## src/rtl/instr_prefetch_unit.sv

```systemverilog
// rtl/instr_prefetch_unit.sv - sequential instruction prefetcher with redirect flush and credit-checked FIFO
module instr_prefetch_unit #(
    parameter int D_WIDTH  = 32,
    parameter int A_WIDTH  = 4,
    parameter int DEPTH    = 4,
    parameter int PROG_LEN = 9
) (
    input  logic                     Clk,
    input  logic                     Rst,
    input  logic                     Start,
    input  logic                     Redirect,
    input  logic [A_WIDTH-1:0]       Redirect_PC,
    output logic [A_WIDTH-1:0]       Mem_Addr,
    output logic                     Mem_En,
    output logic                     Mem_RW,
    input  logic [D_WIDTH-1:0]       Mem_Data,
    output logic [D_WIDTH-1:0]       Instr,
    output logic [A_WIDTH-1:0]       Instr_PC,
    output logic                     Instr_Valid,
    input  logic                     Instr_Ready,
    output logic [$clog2(DEPTH):0]   Fifo_Count,
    output logic                     Prog_End
);

    localparam int P_WIDTH = $clog2(DEPTH);
    localparam int C_WIDTH = P_WIDTH + 1;
    localparam logic [A_WIDTH:0]   LIMIT   = (A_WIDTH+1)'(PROG_LEN);
    localparam logic [C_WIDTH-1:0] DEPTH_C = C_WIDTH'(DEPTH);

    typedef enum logic [1:0] {
        S_IDLE,
        S_RUN,
        S_DRAIN,
        S_END
    } state_t;

    state_t               state;
    state_t               state_next;
    logic [A_WIDTH-1:0]   fetch_pc;
    logic [A_WIDTH-1:0]   resp_pc;
    logic                 inflight;
    logic                 kill;
    logic [P_WIDTH-1:0]   rd_ptr;
    logic [P_WIDTH-1:0]   wr_ptr;
    logic [C_WIDTH-1:0]   count;
    logic [C_WIDTH-1:0]   occupancy;
    logic [D_WIDTH-1:0]   last_instr;
    logic [A_WIDTH-1:0]   last_pc;
    logic                 prog_end_q;
    logic [D_WIDTH-1:0]   data_mem [DEPTH];
    logic [A_WIDTH-1:0]   pc_mem   [DEPTH];

    logic redirect_go;
    logic pc_done;
    logic redirect_done;
    logic issue;
    logic live_inflight;
    logic push;
    logic pop;

    assign redirect_go   = Redirect && (state != S_IDLE);
    assign pc_done       = {1'b0, fetch_pc} >= LIMIT;
    assign redirect_done = {1'b0, Redirect_PC} >= LIMIT;
    // In-flight requests hold a credit so a returning response always finds a slot.
    assign occupancy     = count + C_WIDTH'(inflight);
    assign issue         = (state == S_RUN) && !pc_done && (occupancy < DEPTH_C);
    // A killed response belongs to the pre-redirect stream and no longer counts as outstanding.
    assign live_inflight = inflight && !kill;
    assign push          = live_inflight;
    assign pop           = Instr_Valid && Instr_Ready;

    assign Mem_En      = issue;
    assign Mem_Addr    = issue ? fetch_pc : '0;
    assign Mem_RW      = 1'b0;
    assign Instr_Valid = (count != '0);
    assign Instr       = Instr_Valid ? data_mem[rd_ptr] : last_instr;
    assign Instr_PC    = Instr_Valid ? pc_mem[rd_ptr]   : last_pc;
    assign Fifo_Count  = count;
    assign Prog_End    = prog_end_q;

    always_comb begin
        state_next = state;
        case (state)
            S_IDLE:  if (Start) state_next = S_RUN;
            S_RUN:   if (pc_done) state_next = S_DRAIN;
            S_DRAIN: if ((count == '0) && !live_inflight) state_next = S_END;
            S_END:   state_next = S_END;
            default: state_next = S_IDLE;
        endcase
        if (redirect_go) begin
            state_next = redirect_done ? S_DRAIN : S_RUN;
        end
    end

    always_ff @(posedge Clk) begin
        if (Rst) begin
            state      <= S_IDLE;
            fetch_pc   <= '0;
            resp_pc    <= '0;
            inflight   <= 1'b0;
            kill       <= 1'b0;
            rd_ptr     <= '0;
            wr_ptr     <= '0;
            count      <= '0;
            last_instr <= '0;
            last_pc    <= '0;
            prog_end_q <= 1'b0;
        end else begin
            state      <= state_next;
            prog_end_q <= (state_next == S_END);
            inflight   <= issue;
            kill       <= issue && redirect_go;
            resp_pc    <= fetch_pc;
            if (Instr_Valid) begin
                last_instr <= Instr;
                last_pc    <= Instr_PC;
            end
            if (redirect_go) begin
                fetch_pc <= Redirect_PC;
            end else if ((state == S_IDLE) && Start) begin
                fetch_pc <= '0;
            end else if (issue) begin
                fetch_pc <= fetch_pc + A_WIDTH'(1);
            end
            if (redirect_go) begin
                rd_ptr <= '0;
                wr_ptr <= '0;
                count  <= '0;
            end else begin
                if (push) wr_ptr <= wr_ptr + P_WIDTH'(1);
                if (pop)  rd_ptr <= rd_ptr + P_WIDTH'(1);
                count <= count + C_WIDTH'(push) - C_WIDTH'(pop);
            end
        end
    end

    always_ff @(posedge Clk) begin
        if (!Rst && push && !redirect_go) begin
            data_mem[wr_ptr] <= Mem_Data;
            pc_mem[wr_ptr]   <= resp_pc;
        end
    end

endmodule

```

## config.mk

```make
export PLATFORM = sky130hd
export DESIGN_NAME = instr_prefetch_unit
export DESIGN_NICKNAME = d
export VERILOG_FILES = /design/src/rtl/instr_prefetch_unit.sv
export SDC_FILE = /design/constraint.sdc
export NUM_CORES = 1
export LEC_CHECK = 0
export BUFFER_PORTS_ARGS = -buffer_cell sky130_fd_sc_hd__buf_2
export CAP_MARGIN = 20
export CORE_ASPECT_RATIO = 0.75
export CORE_MARGIN = 5
export CORE_UTILIZATION = 40
export DETAILED_ROUTE_END_ITERATION = 16
export HOLD_SLACK_MARGIN = 0.02
export PLACE_DENSITY_LB_ADDON = 0.2
export SLEW_MARGIN = 10
export SYNTH_ARGS = -nofsm -noshare
export SYNTH_HDL_FRONTEND = slang
export SYNTH_SLANG_ARGS = --single-unit
```

## constraint.sdc

```tcl
create_clock -name Clk -period 4.04 [get_ports Clk]
set_clock_uncertainty 0.1 [all_clocks]
set_input_delay 0.808 -clock Clk [delete_from_list [all_inputs] [get_ports Clk]]
set_output_delay 0.808 -clock Clk [all_outputs]
set_load 0.02 [all_outputs]
```

* Yosys cells after proc, flatten, opt, wreduce, memory -nomap -nowiden
Memories as Yosys holds them, arrays and structs flattened. A register that Yosys moved wholly into a read port is not among the register bits.
Cells that the tools add are included.
** Storage, ports and cells
- Bits in registers :: 56
- Memory bits (writable) :: 144
- Input port bits :: 41
- Output and inout port bits :: 47
- Word-level logic and storage cells :: 65
- Memories kept :: 2
** Memories
- data_mem :: words 4, width 32, read ports 1, clocked after memory_dff 1, wr ports 1, RTL line 50 : logic [D_WIDTH-1:0] data_mem [DEPTH];
- pc_mem :: words 4, width 4, read ports 1, clocked after memory_dff 1, wr ports 1, RTL line 51 : logic [A_WIDTH-1:0] pc_mem [DEPTH];
** Cells by class
- Add/subtract/negate cells :: 6
- $lt $le $gt $ge :: 3
- Equal/unequal tests :: 4
- Multiplexer cells :: 18
- Reductions and logical operators :: 21
** Operator list (count)
- $mux W32 :: 1
- $mux W4 :: 5
- $mux W2 :: 9
- $logic_and A1 B1 Y1 :: 10
- $ge A4 B4 Y1 const B :: 2
- $pmux W2 S4 :: 1
- $add A3 B1 Y3 :: 2
- $eq A2 B2 Y1 const B :: 3
- $reduce_bool A3 Y1 :: 2
- $logic_not A1 Y1 :: 5
- $add A2 B1 Y2 const B :: 2
- $add A4 B1 Y4 const B :: 1
- $logic_not A3 Y1 :: 1
- $lt A3 B3 Y1 const B :: 1
- $sub A3 B1 Y3 :: 1
- $eq A2 B1 Y1 const B :: 1
- $logic_not A2 Y1 :: 1
- $mux W1 :: 2
- $reduce_bool A2 Y1 :: 1
- $reduce_or A2 Y1 :: 1

* Depth between registers and ports, before layout
Gate-level depths: netlist (run 1).
- Word-level depth :: 8
- Gate-level depth with buffers :: 12
- Gate-level depth less buffers :: 10

* Least setup slack after synthesis (run 1)
Ideal clock, no wire load.
- Path type :: register to register
- Start point :: register count[1], in the netlist Fifo_Count[1]
- End point :: register count[2], in the netlist Fifo_Count[2]
- Setup time :: 0.121 ns
- Data arrival time :: 2.483 ns
- Data required time :: 3.819 ns
- Path slack :: 1.336 ns
- Stages on the path, launching flop included :: 13
- Buffers on the path :: 2
- Period minus slack after synthesis :: 2.704 ns
- Path through :: dfxtp_1 or3_1 clkbuf_1 buf_2 and2_1 ha_1 inv_1 ha_1 inv_1 fa_1 xor2_1 xnor2_1 nor2_1
** On the way
- Cells in the longest elaborated chain, start to end :: 3
- Elaborated cells between the ends (all ways) :: 4
- Those cells by class :: 2 x add/sub; 2 x reduce/logical
** RTL lines
- start: declaration :: RTL line 45 : logic [C_WIDTH-1:0] count;
- start signal: assignment :: RTL line 132 : count <= count + C_WIDTH'(push) - C_WIDTH'(pop);
- $reduce_bool A3 Y1 :: RTL line 75 : assign Instr_Valid = (count != '0);
- named net Instr_Valid :: RTL line 19 : output logic Instr_Valid,
- $logic_and A1 B1 Y1 :: RTL line 70 : assign pop = Instr_Valid && Instr_Ready;
- named net pop :: RTL line 59 : logic pop;
- $sub A3 B1 Y3 :: RTL line 132
The timed path passes the listed nets, and every way through them passes these cells.
A chain may end at the register's enable or synchronous reset.

* Worst setup path after layout (run 1)
- Start point :: register count[1], in the netlist Fifo_Count[1]
- End point :: output Instr[3]
** On the way
- Cells in the longest elaborated chain, start to end :: 2
** RTL lines
- $reduce_bool A3 Y1 :: RTL line 75
- $mux W32 :: RTL line 76 : assign Instr = Instr_Valid ? data_mem[rd_ptr] : last_instr;
- end: declaration :: RTL line 17 : output logic [D_WIDTH-1:0] Instr,
No other way between the ends.

==> results of run 1 <==
-- stage by stage --
| step | instance area [sq um] | hold WS, ns |
|---|---|---|
| after floorplan | 7670 | 0.338 |
| after global placement | 8420 | 0.345 |
| after detailed placement | 8420 | 0.373 |
| after CTS | 9030 | 0.387 |
| after global routing | 9030 | 0.403 |
| final | 9030 | 0.385 |
-- Yosys cell counts (4+ instances only) --
library cell  instances
nor2_1               14
nand2_1               4
inv_1                 8
mux4_2               36
and2_1                7
ha_1                  9
edfxtp_1            144
dfxtp_1              58
mux2_2               36
buf_1                 4
clkbuf_1              8
nor2b_1              40
and3_1                4
buf_4                 4
-- cell type report --
class                           instances  area [sq um]  share of cell area
Timing Repair Buffer                   99           541              0.0598
Clock inverter                          9          46.3             0.00513
Inverter                                8          30.0             0.00332
Sequential cell                       202          5490               0.608
Multi-Input combinational cell        191          2050               0.227
Tap cell                              247           309              0.0342
Clock buffer                           27           568              0.0629
-- power groups by stage --
stage	clock [uW]	combinational, uW	sequential (uW)
floorplan	0	1490	2550
global route	1880	2130	2590
finish	1720	1960	2560
detailed placement	0	1990	2610
CTS	1780	2000	2570
global placement	0	1970	2600
-- layer usage --
metal	part of all wire	routed length (um)	track usage	vias up
li1	-	-	-	1808
met1	0.46	6810	0.185	1933
met2	0.46	6730	0.216	90
met3	0.056	827	0.0333	22
met4	0.019	278	0.0305	0
met5	0	0	0	-
-- state kept, by name, indices dropped and copies added, names as in the netlist, 2 cells and up, named ones only --
register	count
Fifo_Count	3
state	2
pc_mem	16
last_instr	32
data_mem	128
last_pc	4
fetch_pc	4
rd_ptr	2
resp_pc	4
wr_ptr	2
-- how the worst min path moves through the flow --
stage / depth (start not counted) / slack, ns / to / startpoint
2_1_floorplan: 0 / 0.34 / pc_mem[0][0] / resp_pc[0]
3_3_place_gp: 0 / 0.35 / pc_mem[3][3] / resp_pc[3]
3_5_place_dp: 0 / 0.37 / pc_mem[2][1] / resp_pc[1]
4_1_cts: 0 / 0.39 / pc_mem[0][1] / resp_pc[1]
5_1_grt: 0 / 0.40 / pc_mem[0][1] / resp_pc[1]
6_report: 0 / 0.39 / pc_mem[2][2] / resp_pc[2]
-- cells by family (layout without fill, tap and decap cells) --
| family | after synthesis | in the layout | share of synthesized area |
|---|---|---|---|
| multiplexers | 73 | 73 | 0.160 |
| other | 1 | 1 | 0.000489 |
| AO/OA/AOI/OAI | 23 | 23 | 0.0245 |
| AND/OR/NAND/NOR | 79 | 79 | 0.0587 |
| buffers and inverters | 29 | 143 | 0.0186 |
| XOR/XNOR | 5 | 5 | 0.00571 |
| adder cells (fa/ha/maj) | 10 | 10 | 0.0173 |
| flip-flops | 202 | 202 | 0.715 |
==> flow_metrics.tcl, run 1 <==
set metrics [dict create \
    drive_above_1_share 0.396 \
    path_max_fanout 21 \
    final_common_cell "edfxtp_1" \
    crit_cells 4 \
    clockPowerShare 0.276 \
    synth.avg_cell_area_sq_um 18.2 \
    hold_path.class "reg2reg" \
    p_comb_frac 0.314 \
    synth_top_area_share 0.564 \
    min_period_ns 3.43 \
    detail_route.wirelength_um 14700 \
    startpoint "Fifo_Count[1]" \
    power_switching_share 0.306 \
    dieWidth_um 170 \
    ys.flop_type "edfxtp_1" \
    synthTopCellsByArea "edfxtp_1 56%, dfxtp_1 15%, mux4_2 11%, mux2_2 5.3%, nor2b_1 3.3%" \
    ff2ff_setup_slack_ns 1.06 \
    worst_setup_path_end_kind "output pin" \
    grt_max_degree 50 \
    fin_setup_tns_ns 0 \
    vias_per_cell 4.92 \
    remaining_drc_errors 0 \
    globalRoute.totalOverflow 0 \
    p_leak_uw 0.00325 \
    rsz0062_at_grt "no" \
    setup_viol 0 \
    clock_latency_ns 0.48 \
    antenna_found_initial 0 \
    fin_cells 783 \
    p_int_uw 4330 \
    numPortBuffers 86 \
    globalRouteTotalUtil 0.133 \
    synth.distinct_cells 42 \
    pre_cts_slack_ns 1.04 \
    grt_pass1_vias 4053 \
    ys_ff_latch 202 \
    switching_power_uw 1910 \
    cts_buffers 20 \
    final_max_slew_viol_count 0 \
    status "completed" \
    worstMarginPinSlew_ns 0.674 \
    n_fill_cell 1592 \
    cts.clk_slew.worst_paths_ns 0.06 \
    synth_enable_flop_cells 144 \
    synth_fp_nets 473 \
    n_antenna_cell 0 \
    grt_pass1_wl_um 22800 \
    hold_buffers 0 \
    dieArea_sq_um 22100 \
    syn_to_final_growth_pct 17.7 \
    critPathKind "reg2out" \
    clkSinkCount 202 \
    slew_headroom 0.551 \
    path_cells "or3_2 -> buf_4 -> mux2_2 -> buf_2" \
    fin_util 0.484 \
    final_cell_mix "144 x edfxtp_1, 86 x buf_2, 56 x dfxtp_1" \
    start_kind "flop" \
    synth_cells 422 \
    post_cts_buffers 0 \
    ios 88 \
    critPathCapture "Instr[3]" \
    ir_worst_vdd_mv 0.367 \
    clock_path_buffers 3 \
    drt-initial-drc-count 215 \
    cp_top_family "simple AND/OR/NAND/NOR gates" \
    detail_route.wl_per_cell_um 18.7 \
    core_sq_um 18700 \
    power_uw 6240 \
    cap_violations 0 \
    cts_tree "yes" \
    hpwl_um 9280 \
    vias 3853 \
    worstRegToRegCells 10 \
    p_per_area_nw_per_um2 691 \
    cp_num_buf_inv 2 \
    place_congestion 0.700 \
    fp.dieH_um 130 \
    drtPass1Iterations 4 \
    cts_htree_levels 1 \
    nets 573 \
    critPathMaxStageDelay_ns 0.80 \
    ys_seq_area_frac 0.715 \
    syn-cell-area_sq_um 7670 \
    slowest_stage "or3_2" \
    power_frac_seq 0.410 \
    r2r-end "Fifo_Count[2]" \
    setup_ws_ns 0.609 \
    cts_root_buffer "clkbuf_16" \
    place_inst 747 \
    yosys_warnings 0 \
    arrival_ns 2.52 \
    cp.required_ns 3.13 \
    fmax_mhz 291 \
    cts_resized 0 \
    timing.rr.start "Fifo_Count[1]" \
    fin_crit_sh 0.849 \
    ant_nets 0 \
    yosysTopAreaCell "edfxtp_1" \
    async_flop_share 0 \
    initial_core_util 0.411 \
    rows 43 \
    hold_violations 0 \
]
No activity file was read; power rests on OpenSTA's default activity.
==> run 2: changes to the inputs <==
clock period = 3.5 ns   (was 4.04 ns; I/O delays follow)
==> run 2 against run 1 <==
Compared with the run above:
- die area did not move
- worst setup slack got worse by 0.39 ns
- cell count fell by 0.26%
- critical path depth grew 2
- worst hold slack got worse by 0.055 ns
- total power increased by 22%
- design area is 1.3% higher
- via count grew 1.8%
- largest power group unchanged
==> flow_metrics.tcl, run 2 (same netlist as run 1, synthesis figures left out) <==
set metrics [dict create \
    status "completed" \
    remaining_drc_errors 0 \
    hold_violations 0 \
    place_congestion 0.725 \
    hold_depth 1 \
    antenna_found_initial 3 \
    timing.rr.start "Fifo_Count[1]" \
    reg_top3 "data_mem x128, last_instr x32, pc_mem x16" \
    drtPass1Iterations 4 \
    cts_buffers 21 \
    cp.required_ns 2.70 \
    cap_violations 0 \
    path_max_fanout 13 \
    critPathKind "reg2out" \
    cts_htree_levels 1 \
    clock_latency_ns 0.48 \
    hold_path.class "in2reg" \
    drive_above_1_share 0.397 \
    hold_buffers 0 \
    post_cts_buffers 0 \
    ff2ff_setup_slack_ns 0.71 \
    ant_nets 0 \
    p_leak_uw 0.00329 \
    cts.clk_slew.worst_paths_ns 0.06 \
    fp.dieH_um 130 \
    final_common_cell "edfxtp_1" \
    r2r-end "Fifo_Count[2]" \
    drt-initial-drc-count 217 \
    placed_area_sq_um 8400 \
    grt_pass1_wl_um 22600 \
    final_cell_mix "144 x edfxtp_1, 86 x buf_2, 56 x dfxtp_1" \
    cts_resized 0 \
    globalRoute.totalOverflow 0 \
    initial_core_util 0.411 \
    ios 88 \
    grt_pass1_vias 4121 \
    worstMarginPinSlew_ns 0.591 \
    dieWidth_um 170 \
    syn_to_final_growth_pct 19.2 \
    slew_headroom 0.606 \
    largest_register "data_mem" \
    slowest_stage "a221oi_4" \
    rsz0062_at_grt "no" \
    hpwl_um 8850 \
    n_antenna_cell 0 \
    path_cells "inv_1 -> ha_1 -> or3b_4 -> a221oi_4 -> and2_1 -> buf_2" \
    n_fill_cell 1559 \
    hold-path-endpoint "data_mem[2][26]" \
    cts_root_buffer "clkbuf_16" \
    vias 3924 \
    p_per_area_nw_per_um2 832 \
    worstHoldStart "Mem_Data[26]" \
    worst_setup_path_end_kind "output pin" \
    setup_ws_ns 0.223 \
    final_max_slew_viol_count 0 \
    start_kind "flop" \
    arrival_ns 2.48 \
    globalRouteTotalUtil 0.131 \
    largest_reg_flops 128 \
    nets 571 \
    min_period_ns 3.28 \
    clock_path_buffers 3 \
    fin_setup_tns_ns 0 \
    pre_cts_slack_ns 0.699 \
    numPortBuffers 86 \
    setup_viol 0 \
    ir_worst_vdd_mv 0.531 \
    worstRegToRegCells 11 \
    final_cell_area_sq_um 9150 \
    core_sq_um 18700 \
    clkSinkCount 202 \
    fmax_mhz 305 \
    grt_max_degree 37 \
    cts_tree "yes" \
    vias_per_cell 5.02 \
    rows 43 \
    dieArea_sq_um 22100 \
    critPathMaxStageDelay_ns 0.53 \
    detail_route.wirelength_um 14300 \
    fin_crit_sh 0.936 \
    detail_route.wl_per_cell_um 18.3 \
]
## run 2: changes by cell type in the layout (fill, tap and decap cells not counted), sizes merged
cell	before	now
clkinv	8	1
bufinv	0	5
buf	99	96
clkbuf	27	29
inv	8	9
## run 2: power breakdown
group / total, uW / internal, uW / switching (uW)
clock network: 2400 / 1530 / 873
logic: 2300 / 1050 / 1250
registers: 2920 / 2810 / 106
total: 7610 / 5390 / 2220
## run 2: metrics by stage
step	hold slack [ns]	power (uW)	instances	util
after floorplan	0.338	4670	422	-
after CTS	0.313	7740	781	0.490
final	0.331	7610	781	0.490
after detailed placement	0.363	5310	744	0.450
after global routing	0.319	8020	781	0.490
after global placement	0.347	5260	744	0.450
## run 2: routing by layer
layer,GRT usage,wire length (um),vias up
li1,-,-,1802
met1,0.178,6450,2009
met2,0.214,6830,80
met3,0.0360,752,27
met4,0.0291,231,6
met5,0,40,-
## run 2: critical path: cells and delay by family (launching register included)
family	cells	cell delay, ns
and+or+nand+nor	2	0.60
AOI/OAI and AO/OA	1	0.53
DFF	1	0.40
adders and majority gates	1	0.19
buffers and inverters	2	0.27
## run 2: worst max path at each step
stage	from	end	slack, ns	cells past startpoint
2_1_floorplan	Fifo_Count[1]	Fifo_Count[2]	0.80	12
3_3_place_gp	Fifo_Count[1]	Fifo_Count[2]	0.80	11
4_1_cts	fetch_pc[1]	Mem_Addr[2]	0.19	6
5_1_grt	fetch_pc[1]	Mem_Addr[2]	0.06	6
3_5_place_dp	Fifo_Count[1]	Fifo_Count[2]	0.70	11
6_report	fetch_pc[1]	Mem_Addr[2]	0.22	6
## run 2: final cells by class
class | instances | area [sq um] | share of cell area
timing repair buffer | 96 | 518 | 0.0566
tap | 247 | 309 | 0.0338
sequential | 202 | 5490 | 0.600
multi-input combinational | 191 | 2050 | 0.224
clock inverter | 8 | 178 | 0.0194
clock buffer | 29 | 576 | 0.0629
inverter | 8 | 30.0 | 0.00328
